`src/rtl/dmem_arb_pkg.sv`:
```
// dmem_arb_pkg: shared state encoding, owner IDs and field widths for dmem_arbiter.
package dmem_arb_pkg;
  localparam int F3W = 3;
  localparam logic OWN_CORE = 1'b0;
  localparam logic OWN_DMA = 1'b1;
  typedef enum logic [1:0] {IDLE, ACCESS, RESP} state_t;
endpackage

```
`src/rtl/dmem_rr_pick.sv`:
```
// dmem_rr_pick: two-way winner select; on a tie the requester that did not win last time wins.
module dmem_rr_pick
  import dmem_arb_pkg::*;
(
  input  logic c_req,
  input  logic d_req,
  input  logic last_owner,
  output logic winner
);
  assign winner = (c_req && d_req) ? ~last_owner : (c_req ? OWN_CORE : OWN_DMA);
endmodule

```
`src/rtl/dmem_arbiter.sv`:
```
// dmem_arbiter: shares one data memory port between the core and a DMA/loader, IDLE->ACCESS->RESP.
// DMEM_ARB_FIXED_PRIO_EN: core always wins ties and no last_owner pointer is kept.
module dmem_arbiter
  import dmem_arb_pkg::*;
#(
  parameter int BITSIZE = 32
) (
  input  logic               clock,
  input  logic               reset,
  input  logic               c_req,
  input  logic               c_we,
  input  logic [F3W-1:0]     c_funct3,
  input  logic [BITSIZE-1:0] c_addr,
  input  logic [BITSIZE-1:0] c_wdata,
  output logic               c_gnt,
  output logic               c_rvalid,
  output logic [BITSIZE-1:0] c_rdata,
  output logic               c_stall,
  input  logic               d_req,
  input  logic               d_we,
  input  logic [F3W-1:0]     d_funct3,
  input  logic [BITSIZE-1:0] d_addr,
  input  logic [BITSIZE-1:0] d_wdata,
  output logic               d_gnt,
  output logic               d_rvalid,
  output logic [BITSIZE-1:0] d_rdata,
  output logic               mem_read,
  output logic               mem_write,
  output logic [F3W-1:0]     mem_funct3,
  output logic [BITSIZE-1:0] mem_addr,
  output logic [BITSIZE-1:0] mem_wdata,
  input  logic [BITSIZE-1:0] mem_rdata
);
  state_t state;
  logic owner, we_q, last_owner, winner, grant, access, resp;
  logic [F3W-1:0] funct3_q;
  logic [BITSIZE-1:0] addr_q, wdata_q, rdata_q, rsp_data;
  dmem_rr_pick u_pick (
    .c_req(c_req),
    .d_req(d_req),
    .last_owner(last_owner),
    .winner(winner)
  );
`ifdef DMEM_ARB_FIXED_PRIO_EN
  assign last_owner = OWN_DMA;
`endif
  always_ff @(posedge clock) begin
    if (!reset) begin
      state <= IDLE;
      owner <= OWN_CORE;
      we_q <= 1'b0;
      funct3_q <= '0;
      addr_q <= '0;
      wdata_q <= '0;
      rdata_q <= '0;
`ifndef DMEM_ARB_FIXED_PRIO_EN
      last_owner <= OWN_DMA;
`endif
    end else begin
      case (state)
        IDLE: if (c_req || d_req) begin
          state <= ACCESS;
          owner <= winner;
          we_q <= (winner == OWN_DMA) ? d_we : c_we;
          funct3_q <= (winner == OWN_DMA) ? d_funct3 : c_funct3;
          addr_q <= (winner == OWN_DMA) ? d_addr : c_addr;
          wdata_q <= (winner == OWN_DMA) ? d_wdata : c_wdata;
`ifndef DMEM_ARB_FIXED_PRIO_EN
          last_owner <= winner;
`endif
        end
        ACCESS: begin
          state <= RESP;
          if (!we_q) rdata_q <= mem_rdata;
        end
        default: state <= IDLE;
      endcase
    end
  end
  // Grants are held off while reset is low so a requester never sees a grant that gets discarded.
  assign grant = (state == IDLE) && reset && (c_req || d_req);
  assign access = state == ACCESS;
  assign resp = state == RESP;
  assign c_gnt = grant && (winner == OWN_CORE);
  assign d_gnt = grant && (winner == OWN_DMA);
  assign mem_read = access && !we_q;
  assign mem_write = access && we_q && reset;
  assign mem_funct3 = access ? funct3_q : '0;
  assign mem_addr = access ? addr_q : '0;
  assign mem_wdata = access ? wdata_q : '0;
  assign rsp_data = we_q ? '0 : rdata_q;
  assign c_rvalid = resp && (owner == OWN_CORE);
  assign d_rvalid = resp && (owner == OWN_DMA);
  assign c_rdata = c_rvalid ? rsp_data : '0;
  assign d_rdata = d_rvalid ? rsp_data : '0;
  assign c_stall = c_req && !c_rvalid;
endmodule
```
`config.mk`:
```
export PLATFORM = sky130hd
export DESIGN_NAME = dmem_arbiter
export DESIGN_NICKNAME = d
export VERILOG_FILES = /design/src/rtl/dmem_arb_pkg.sv /design/src/rtl/dmem_rr_pick.sv /design/src/rtl/dmem_arbiter.sv
export SDC_FILE = /design/constraint.sdc
export NUM_CORES = 1
export LEC_CHECK = 0
export CAP_MARGIN = 20
export CORE_UTILIZATION = 43
export CTS_CLUSTER_SIZE = 20
export DETAILED_ROUTE_END_ITERATION = 7
export HOLD_SLACK_MARGIN = 0.05
export PLACE_DENSITY_LB_ADDON = 0.08
export RECOVER_POWER = 50
export REMOVE_ABC_BUFFERS = 1
export SYNTH_ARGS = -nofsm -noshare
export SYNTH_HDL_FRONTEND = slang
export SYNTH_SLANG_ARGS = --single-unit
```
`constraint.sdc`:
```
create_clock -name clock -period 4.3 [get_ports clock]
set_input_delay 0.86 -clock clock [delete_from_list [all_inputs] [get_ports clock]]
set_output_delay 0.86 -clock clock [all_outputs]
set_load 0.03 [all_outputs]
```
# Yosys cells after proc, flatten, opt, wreduce, memory -nomap -nowiden

Index checks and enable logic that the tools add are counted.

Register bits after elaboration: 104
Latch bits: 0
Bits in writable memories: 0
Memory bits (read-only): 0
Input bits: 172
Output and inout port bits: 138
Logic and storage cells: 46
Memories: 0

$add $sub $neg: 0
Multiply operators: 0
Div/mod/pow operators: 0
$lt $le $gt $ge: 0
Eq/ne operators: 3
Shifts and indexed selects: 0
Muxes and demuxes: 14
Bitwise operators: 4
Reduce and logical (&&, ||, !) cells: 17

Operators by type and width:

| operator                                       | count |
|---|---|
| two-way mux 32 bit                             | 7 |
| logical AND 1 bit                              | 11 |
| two-way mux 3 bit                              | 2 |
| NOT 1 bit                                      | 4 |
| case mux 2 bit (2 select lines)                | 1 |
| AND reduction 2 bit                            | 2 |
| two-way mux 1 bit                              | 3 |
| == test 2 x 1 -> 1 bit (second input constant) | 1 |
| == test 2 bit (second input constant)          | 1 |
| logical NOT 1 bit                              | 2 |
| logical NOT 2 bit                              | 1 |
| two-way mux 2 bit                              | 1 |
| inequality test 2 bit (second input constant)  | 1 |
| logical OR 1 bit                               | 1 |

# Longest topological paths before layout

Gate-level depths: netlist of run 1.

Word-level depth: 4
Depth in mapped cells: 6

# Hierarchy

From an unflattened synthesis of run 1, not the netlist that was laid out.

Cells, all modules: 622
Area, all modules: 5,286.3 um^2

Modules (own cells, without submodules):

| module       | instances | cells an instance | area each (um^2) | sequential area each (um^2) |
|---|---|---|---|---|
| dmem_arbiter | 1         | 620               | 5,273.8          | 2,082.0 |
| dmem_rr_pick | 1         | 2                 | 12.5             | 0.0 |

# Least setup slack after synthesis of run 1

No wires, ideal clock.

Path kind: input port to output port
Start point: in c_req
End point: out c_gnt
Arrival time: 2.179 ns
Data required time: 3.440 ns
Path slack: 1.261 ns
Stages on the path: 5
Cells stage by stage: buf_2 -> buf_2 -> clkbuf_1 -> nand2_1 -> nor3_1

Word-level cells in the longest chain between the ends: 4
Elaborated cells between the ends (all ways): 7

RTL lines:

| what                                                          | line               | RTL |
|---|---|---|
| start, declared                                               | dmem_arbiter.sv:10 | `input logic c_req,` |
| two-way mux 1 bit / logical AND 1 bit (equally long branches) | dmem_rr_pick.sv:10 | `assign winner = (c_req && d_req) ? ~last_owner : (c_req ? OWN_CORE : OWN_DMA);` |
| two-way mux 1 bit                                             | dmem_rr_pick.sv:10 |  |
| NOT 1 bit                                                     | dmem_arbiter.sv:84 | `assign c_gnt = grant && (winner == OWN_CORE);` |
| logical AND 1 bit (*)                                         | dmem_arbiter.sv:84 |  |
| end, declared                                                 | dmem_arbiter.sv:15 | `output logic c_gnt,` |

Mark *: on every way between the ends. The rest lies on a longest branch, timed or not.

# Final worst setup path of run 1

Start point: reg state[0]
End point: out mem_read

Word-level cells in the longest chain between the ends: 2

RTL lines:

| what                   | line               | RTL |
|---|---|---|
| start, declared        | dmem_arbiter.sv:34 | `state_t state;` |
| start signal, assigned | dmem_arbiter.sv:49 | `state <= IDLE;` |
| start signal, assigned | dmem_arbiter.sv:62 | `state <= ACCESS;` |
| start signal, assigned | dmem_arbiter.sv:73 | `state <= RESP;` |
| == test 2 x 1 -> 1 bit | dmem_arbiter.sv:82 | `assign access = state == ACCESS;` |
| logical AND 1 bit      | dmem_arbiter.sv:86 | `assign mem_read = access && !we_q;` |
| end, declared          | dmem_arbiter.sv:27 | `output logic mem_read,` |

Every way passes these cells.

==> flow_summary.json, run 1 <==
{
  "seq_power_share_pct": 40.7,
  "p_per_area_nw_per_um2": 292.6,
  "postSynthRegisterBits": 104,
  "die_h_um": 119.4,
  "clkSlewWorstSetupHoldPaths_ns": 0.07,
  "hold_end": "rdata_q[5]",
  "cts_sinks": 104,
  "antenna_found_initial": 0,
  "r2r_slack_ns": 1.32,
  "pin_count": 310,
  "min_from": "rdata_q[5]",
  "power_mw": 2.717,
  "vias": 6239,
  "cts_buffers": 9,
  "cts_hold_buf": 0,
  "cts-root-buf": "clkbuf_16",
  "seq_area_frac_synth_pct": 35.13,
  "p_sw_uw": 761.4,
  "rows": 42,
  "placed_area_um2": 8980,
  "r2r-end": "rdata_q[4]",
  "finalHoldViolations": 0,
  "r2r_cells": 6,
  "finalMaxSlewViolations": 117,
  "rsz0062_at_grt": "no",
  "ys_async_sr_fraction_pct": 0,
  "dp_slack_ns": 0.8903,
  "p_int_mw": 1.956,
  "synth_edf_count": 0,
  "p_leak_nw": 3.774,
  "dieArea_um2": 14260,
  "drive_gt1_share_pct": 3.789,
  "gp_congestion": 0.8316,
  "drc": 0,
  "drt_iter0_drc": 473,
  "max_slew_margin_pct": -24.99,
  "cts_resized": 0,
  "grt_pass1_wl_um": 31520,
  "synth_cells": 696,
  "fin_util_pct": 69.58,
  "violations": "max-capacitance violations, max-slew violations",
  "grt_max_degree": 138,
  "syn_area_per_cell_um2": 8.516,
  "cp.required_ns": 3.44,
  "peakVddDrop_v": 0.0001638,
  "crit_chain": "or3b_1, clkbuf_1, clkinv_1, dlygate4sd3_1",
  "groute.usage.overall_pct": 27.59,
  "core-area_um2": 13350,
  "period_needed_ns": 3.794,
  "fin_area_um2": 9288,
  "clock_latency_ns": 0.35,
  "fin_tns_setup_ns": 0,
  "synth_warnings": 0,
  "routed_wl_um": 20090,
  "holdCritPathClass": "reg2reg",
  "post_drt_wl_per_cell_um": 17.84,
  "die_w_um": 119.4,
  "worstPathArrival_ns": 2.93,
  "grt-ovfl-total": 0,
  "path_max_fanout": 33,
  "first_pass_iters": 4,
  "port_buffers": 309,
  "critPathTopFamily": "buffers and inverters",
  "slowest_delay_ns": 1.03,
  "hold_depth": 2,
  "synth_area_um2": 5927,
  "max_clock_freq_mhz": 263.6,
  "synth.distinct_cells": 32,
  "grt_pass1_vias": 6019,
  "crit_slowest_cell": "clkbuf_1",
  "criticalPathCategory": "reg2out",
  "rr_startpoint": "state[0]",
  "postCtsSetupBuffers": 0,
  "switching_share_pct": 28.02,
  "routed_via_density": 5.541,
  "post-dp-hpwl_um": 13340,
  "fillers": 1037,
  "start_util_pct": 44.40,
  "fin_crit_sh_pct": 88.22,
  "startpoint_type": "register",
  "fin_skew_ns": 0.008812,
  "synth_flop_cell": "dfxtp_1",
  "antenna_left": 0,
  "area_delta_synth_final_pct": 56.70,
  "setup_viol": 0,
  "clkPwrFrac_pct": 32.5,
  "end_kind": "primary output",
  "nets": 1119,
  "cts.htree.levels": 3,
  "worst_slack_ns": 0.5064,
  "status": "finished, violations left",
  "cap_violations": 2,
  "cts_max_path_buffers": 2,
  "cts_tree": "done",
  "worst_slew_pin_slew_ns": 1.875,
  "comb_power_share_pct": 26.9,
  "n_antenna_cell": 0,
  "crit_buf_inv": 3
}
## routing by layer
metal  share of wire [%]  wire (µm)  GRT usage [%]
met5                   0          0              0
met4                 3.9        786          13.36
met3                 7.7       1541          6.992
met2                  48       9567          45.57
met1                  41       8190          33.31
## worst max-delay path by stage
stage / slack [ns] / start / to / depth (start not counted)
after global placement: 0.96 / d_req / c_gnt / 5
after global routing: 0.33 / state[1] / mem_read / 4
after detailed placement: 0.89 / d_req / c_gnt / 5
after floorplan: -0.06 / d_req / c_gnt / 3
after CTS: 0.69 / state[1] / c_rdata[25] / 4
final: 0.51 / state[0] / mem_read / 4
## registers in the layout, indices dropped and copies added (netlist names)
name / cells
last_owner: 1
rdata_q: 32
we_q: 1
wdata_q: 32
addr_q: 32
funct3_q: 3
state: 2
owner: 1
## cell families (layout without fill, tap and decap cells)
logic type	after synthesis	in the layout	share of synthesized area (%)
compound gates	240	240	32.87
flops	104	104	35.13
buf+inv	85	339	6.460
simple gates	267	267	25.54
## worst min-delay path: stages, from the launching register on
cell     delay, ns
dfxtp_1       0.32
nand2_1       0.05
a21oi_1       0.05
## metrics by stage
stage | hold WS [ns] | std cells
finish | 0.4626 | 1126
global route | 0.4906 | 1126
CTS | 0.4642 | 1125
detailed placement | 0.4554 | 1111
global placement | 0.4476 | 1111
floorplan | 0.4401 | 613
## power by group through the flow
stage / registers (mW) / clock network [mW] / logic [mW]
after CTS: 1.10 / 0.893 / 0.734
final: 1.11 / 0.882 / 0.730
after global placement: 1.12 / 0 / 0.711
after detailed placement: 1.13 / 0 / 0.729
after floorplan: 1.11 / 0 / 0.384
after global routing: 1.12 / 0.940 / 0.785
## cells in the final DEF (no fill, tap or decap)
cell and instances:
and3_1 55, a311o_1 15, a21oi_1 32, or3b_1 1, and3b_1 1, o21ai_4 1, clkbuf_2 2, buf_16 1
o221a_2 4, nor2b_1 2, o221a_1 11, a21o_1 1, or2_2 1, and2_1 132, buf_4 9, o311a_1 53
nor2_4 1, bufinv_16 2, clkbuf_16 9, a21boi_0 68, o211a_1 1, o21bai_1 54, nor3_1 1, nor2_1 3
dfxtp_1 104, and2b_2 1, clkinv_2 2, clkdlybuf4s50_1 289, clkinv_1 2, nand2b_2 1, nor3b_1 1, clkbuf_8 1
nand2_1 65, buf_2 1, and2b_1 1, nand3_1 1, dlygate4sd3_1 18, clkbuf_1 3
## Yosys cell counts (all sizes together), types with 2 or more instances
| library cell | instances | area share, % |
|---|---|---|
| and2 | 132 | 14 |
| dfxtp | 104 | 35 |
| a21boi | 68 | 8.6 |
| nand2 | 65 | 4.1 |
| and3 | 55 | 5.8 |
| o21bai | 54 | 6.8 |
| clkbuf | 53 | 3.4 |
| o311a | 53 | 9.0 |
| a21oi | 32 | 2.7 |
| buf | 30 | 3.0 |
| a311o | 15 | 2.5 |
| o221a | 15 | 2.8 |
| nor2 | 4 | 0.42 |
| and2b | 2 | 0.25 |
| nor2b | 2 | 0.21 |
## final cells by class
cell class                      count  area [µm²]  share of cell area, %
Multi-Input combinational cell    507        3475                  37.41
Sequential cell                   104        2082                  22.42
Clock buffer                       10       239.0                  2.573
Timing Repair Buffer              323        3194                  34.39
Clock inverter                      4       70.07                 0.7544
Tap cell                          176       220.2                  2.371
Inverter                            2       7.507                0.08083
Note: power is estimated with default switching activity, not from simulation.
==> run 2: changes to the inputs <==
--- a/config.mk
+++ b/config.mk
@@ -9,10 +9,9 @@
 export CORE_UTILIZATION = 43
 export CTS_CLUSTER_SIZE = 20
 export DETAILED_ROUTE_END_ITERATION = 7
-export HOLD_SLACK_MARGIN = 0.05
 export PLACE_DENSITY_LB_ADDON = 0.08
 export RECOVER_POWER = 50
-export REMOVE_ABC_BUFFERS = 1
 export SYNTH_ARGS = -nofsm -noshare
 export SYNTH_HDL_FRONTEND = slang
 export SYNTH_SLANG_ARGS = --single-unit
+export TNS_END_PERCENT = 30
==> run 2 against run 1 <==
  * The run still ends with max-capacitance violations, max-slew violations left
  * Sequential share of layout area rose by 0.11 points
  * Die area did not move
  * Via count rose by 0.14%
  * Clock power fell by 13%
  * Final cell count rose by 0.27%
  * Sequential cell count did not move
  * Non-clock buffer count rose by 1
  * Critical endpoint is now wdata_q[2]
  * Largest power group unchanged
==> flow_summary.json, run 2 (synthesis results as in run 1) <==
{
  "clock_latency_ns": 0.34,
  "gp_congestion": 0.8019,
  "antenna_found_initial": 1,
  "fin_crit_sh_pct": 86.59,
  "cts-root-buf": "clkbuf_16",
  "fin_tns_setup_ns": 0,
  "start_util_pct": 44.40,
  "fillers": 1078,
  "rsz0062_at_grt": "no",
  "port_buffers": 309,
  "violations": "max-capacitance violations, max-slew violations",
  "final_common_cell": "clkdlybuf4s50_1",
  "die_w_um": 119.4,
  "clkPwrFrac_pct": 29.5,
  "die_h_um": 119.4,
  "dieArea_um2": 14260,
  "status": "finished, violations left",
  "cts.htree.levels": 3,
  "cts_buffers": 9,
  "area_delta_synth_final_pct": 55.94,
  "p_leak_nw": 3.754,
  "p_int_mw": 1.856,
  "nets": 1120,
  "cts_sinks": 104,
  "rows": 42,
  "holdCritPathClass": "reg2reg",
  "vias": 6248,
  "routed_wl_um": 20130,
  "finalMaxSlewViolations": 258,
  "dp.cells": 1112,
  "grt-ovfl-total": 0,
  "grt_pass1_vias": 6150,
  "criticalPathCategory": "in2reg",
  "instances_no_fill": 1129,
  "cp.required_ns": 4.53,
  "p_per_area_nw_per_um2": 281.7,
  "path_max_fanout": 132,
  "pin_count": 310,
  "antenna_left": 0,
  "post_drt_wl_per_cell_um": 17.83,
  "grt_pass1_wl_um": 31120,
  "switching_share_pct": 28.74,
  "postCtsSetupBuffers": 0,
  "multi_input_area_um2": 3473,
  "fin_skew_ns": 0.007223,
  "drive_gt1_share_pct": 3.887,
  "core-area_um2": 13350,
  "reg_top3": "addr_q x32, rdata_q x32, wdata_q x32",
  "grt_max_degree": 138,
  "max_clock_freq_mhz": 268.6,
  "period_needed_ns": 3.723,
  "p_sw_uw": 748.3,
  "drt_iter0_drc": 393,
  "seq_power_share_pct": 42.5,
  "setup_viol": 0,
  "cts_resized": 0,
  "drc": 0,
  "final_cell_mix": "clkdlybuf4s50_1 (291), and2_1 (132), dfxtp_1 (104)",
  "synthesis.nets": 868,
  "end_kind": "register",
  "max_slew_margin_pct": -72.89,
  "register_area_um2": 2082,
  "first_pass_iters": 4,
  "groute.usage.overall_pct": 27.39,
  "cap_violations": 3,
  "worstPathArrival_ns": 3.95,
  "post-dp-hpwl_um": 13720,
  "comb_power_share_pct": 28.0,
  "startpoint_type": "input pin",
  "cts_tree": "done",
  "finalHoldViolations": 0,
  "power_mw": 2.604,
  "peakVddDrop_v": 0.0001521,
  "worst_slew_pin_slew_ns": 2.593,
  "cts_hold_buf": 0,
  "clkSlewWorstSetupHoldPaths_ns": 0.06,
  "cts_max_path_buffers": 2,
  "routed_via_density": 5.534
}
## run 2: stage by stage
stage	utilization (%)	hold slack (ns)	setup WS [ns]	cell area, µm²
final	69.24	0.4623	0.5767	9243
after global routing	69.24	0.4787	0.3827	9243
after CTS	69.39	0.4649	0.7789	9261
after detailed placement	67.33	0.4556	0.9015	8987
after global placement	67.33	0.4477	0.9612	8987
after floorplan	-	0.4401	1.261	5927
## run 2: worst paths after layout
path                                  from         end  slack, ns  cells past startpoint
worst max-delay path                 d_req  wdata_q[2]       0.58                      6
worst min-delay path            rdata_q[5]  rdata_q[5]       0.46                      2
worst max register to register  last_owner  wdata_q[2]       1.22                      5
worst min register to register  rdata_q[5]  rdata_q[5]       0.46                      2
## run 2: final cells by class
| class | count | share of cell area, % |
|---|---|---|
| Antenna cell | 1 | 0.02707 |
| Clock buffer | 12 | 2.775 |
| Clock inverter | 3 | 0.1895 |
| Inverter | 2 | 0.08122 |
| Multi-Input combinational cell | 507 | 37.58 |
| Sequential cell | 104 | 22.53 |
| Tap cell | 176 | 2.383 |
| Timing Repair Buffer | 324 | 34.44 |
## run 2: power groups by stage
stage | clock (mW) | combinational (mW) | sequential, mW
6_report | 0.769 | 0.728 | 1.11
2_1_floorplan | 0 | 0.440 | 1.11
4_1_cts | 0.785 | 0.735 | 1.11
3_5_place_dp | 0 | 0.731 | 1.13
5_1_grt | 0.824 | 0.784 | 1.12
3_3_place_gp | 0 | 0.715 | 1.12
## run 2: layer usage
metal / track usage, % / wire (µm) / up-vias
met1: 30.81 / 7968 / 2943
met3: 5.939 / 1243 / 57
li1: - / - / 2999
met2: 47.97 / 10040 / 249
met4: 15.00 / 876 / 0
met5: 0 / 0 / -
## run 2: worst max-delay path, cell delays in order
cell and delay (ns):
clkdlybuf4s50_1 0.50, nand2b_2 0.12, buf_4 0.14, clkbuf_2 1.48, a21boi_0 0.35, o311a_1 0.41
==> run 3: changes to the inputs <==
--- a/config.mk
+++ b/config.mk
@@ -11,6 +11,7 @@
 export DETAILED_ROUTE_END_ITERATION = 7
 export PLACE_DENSITY_LB_ADDON = 0.08
 export RECOVER_POWER = 50
+export REMOVE_ABC_BUFFERS = 1
 export SYNTH_ARGS = -nofsm -noshare
 export SYNTH_HDL_FRONTEND = slang
 export SYNTH_SLANG_ARGS = --single-unit
==> results of run 3 <==
No change in the layout: final DEF, timing and power equal those of run 1.
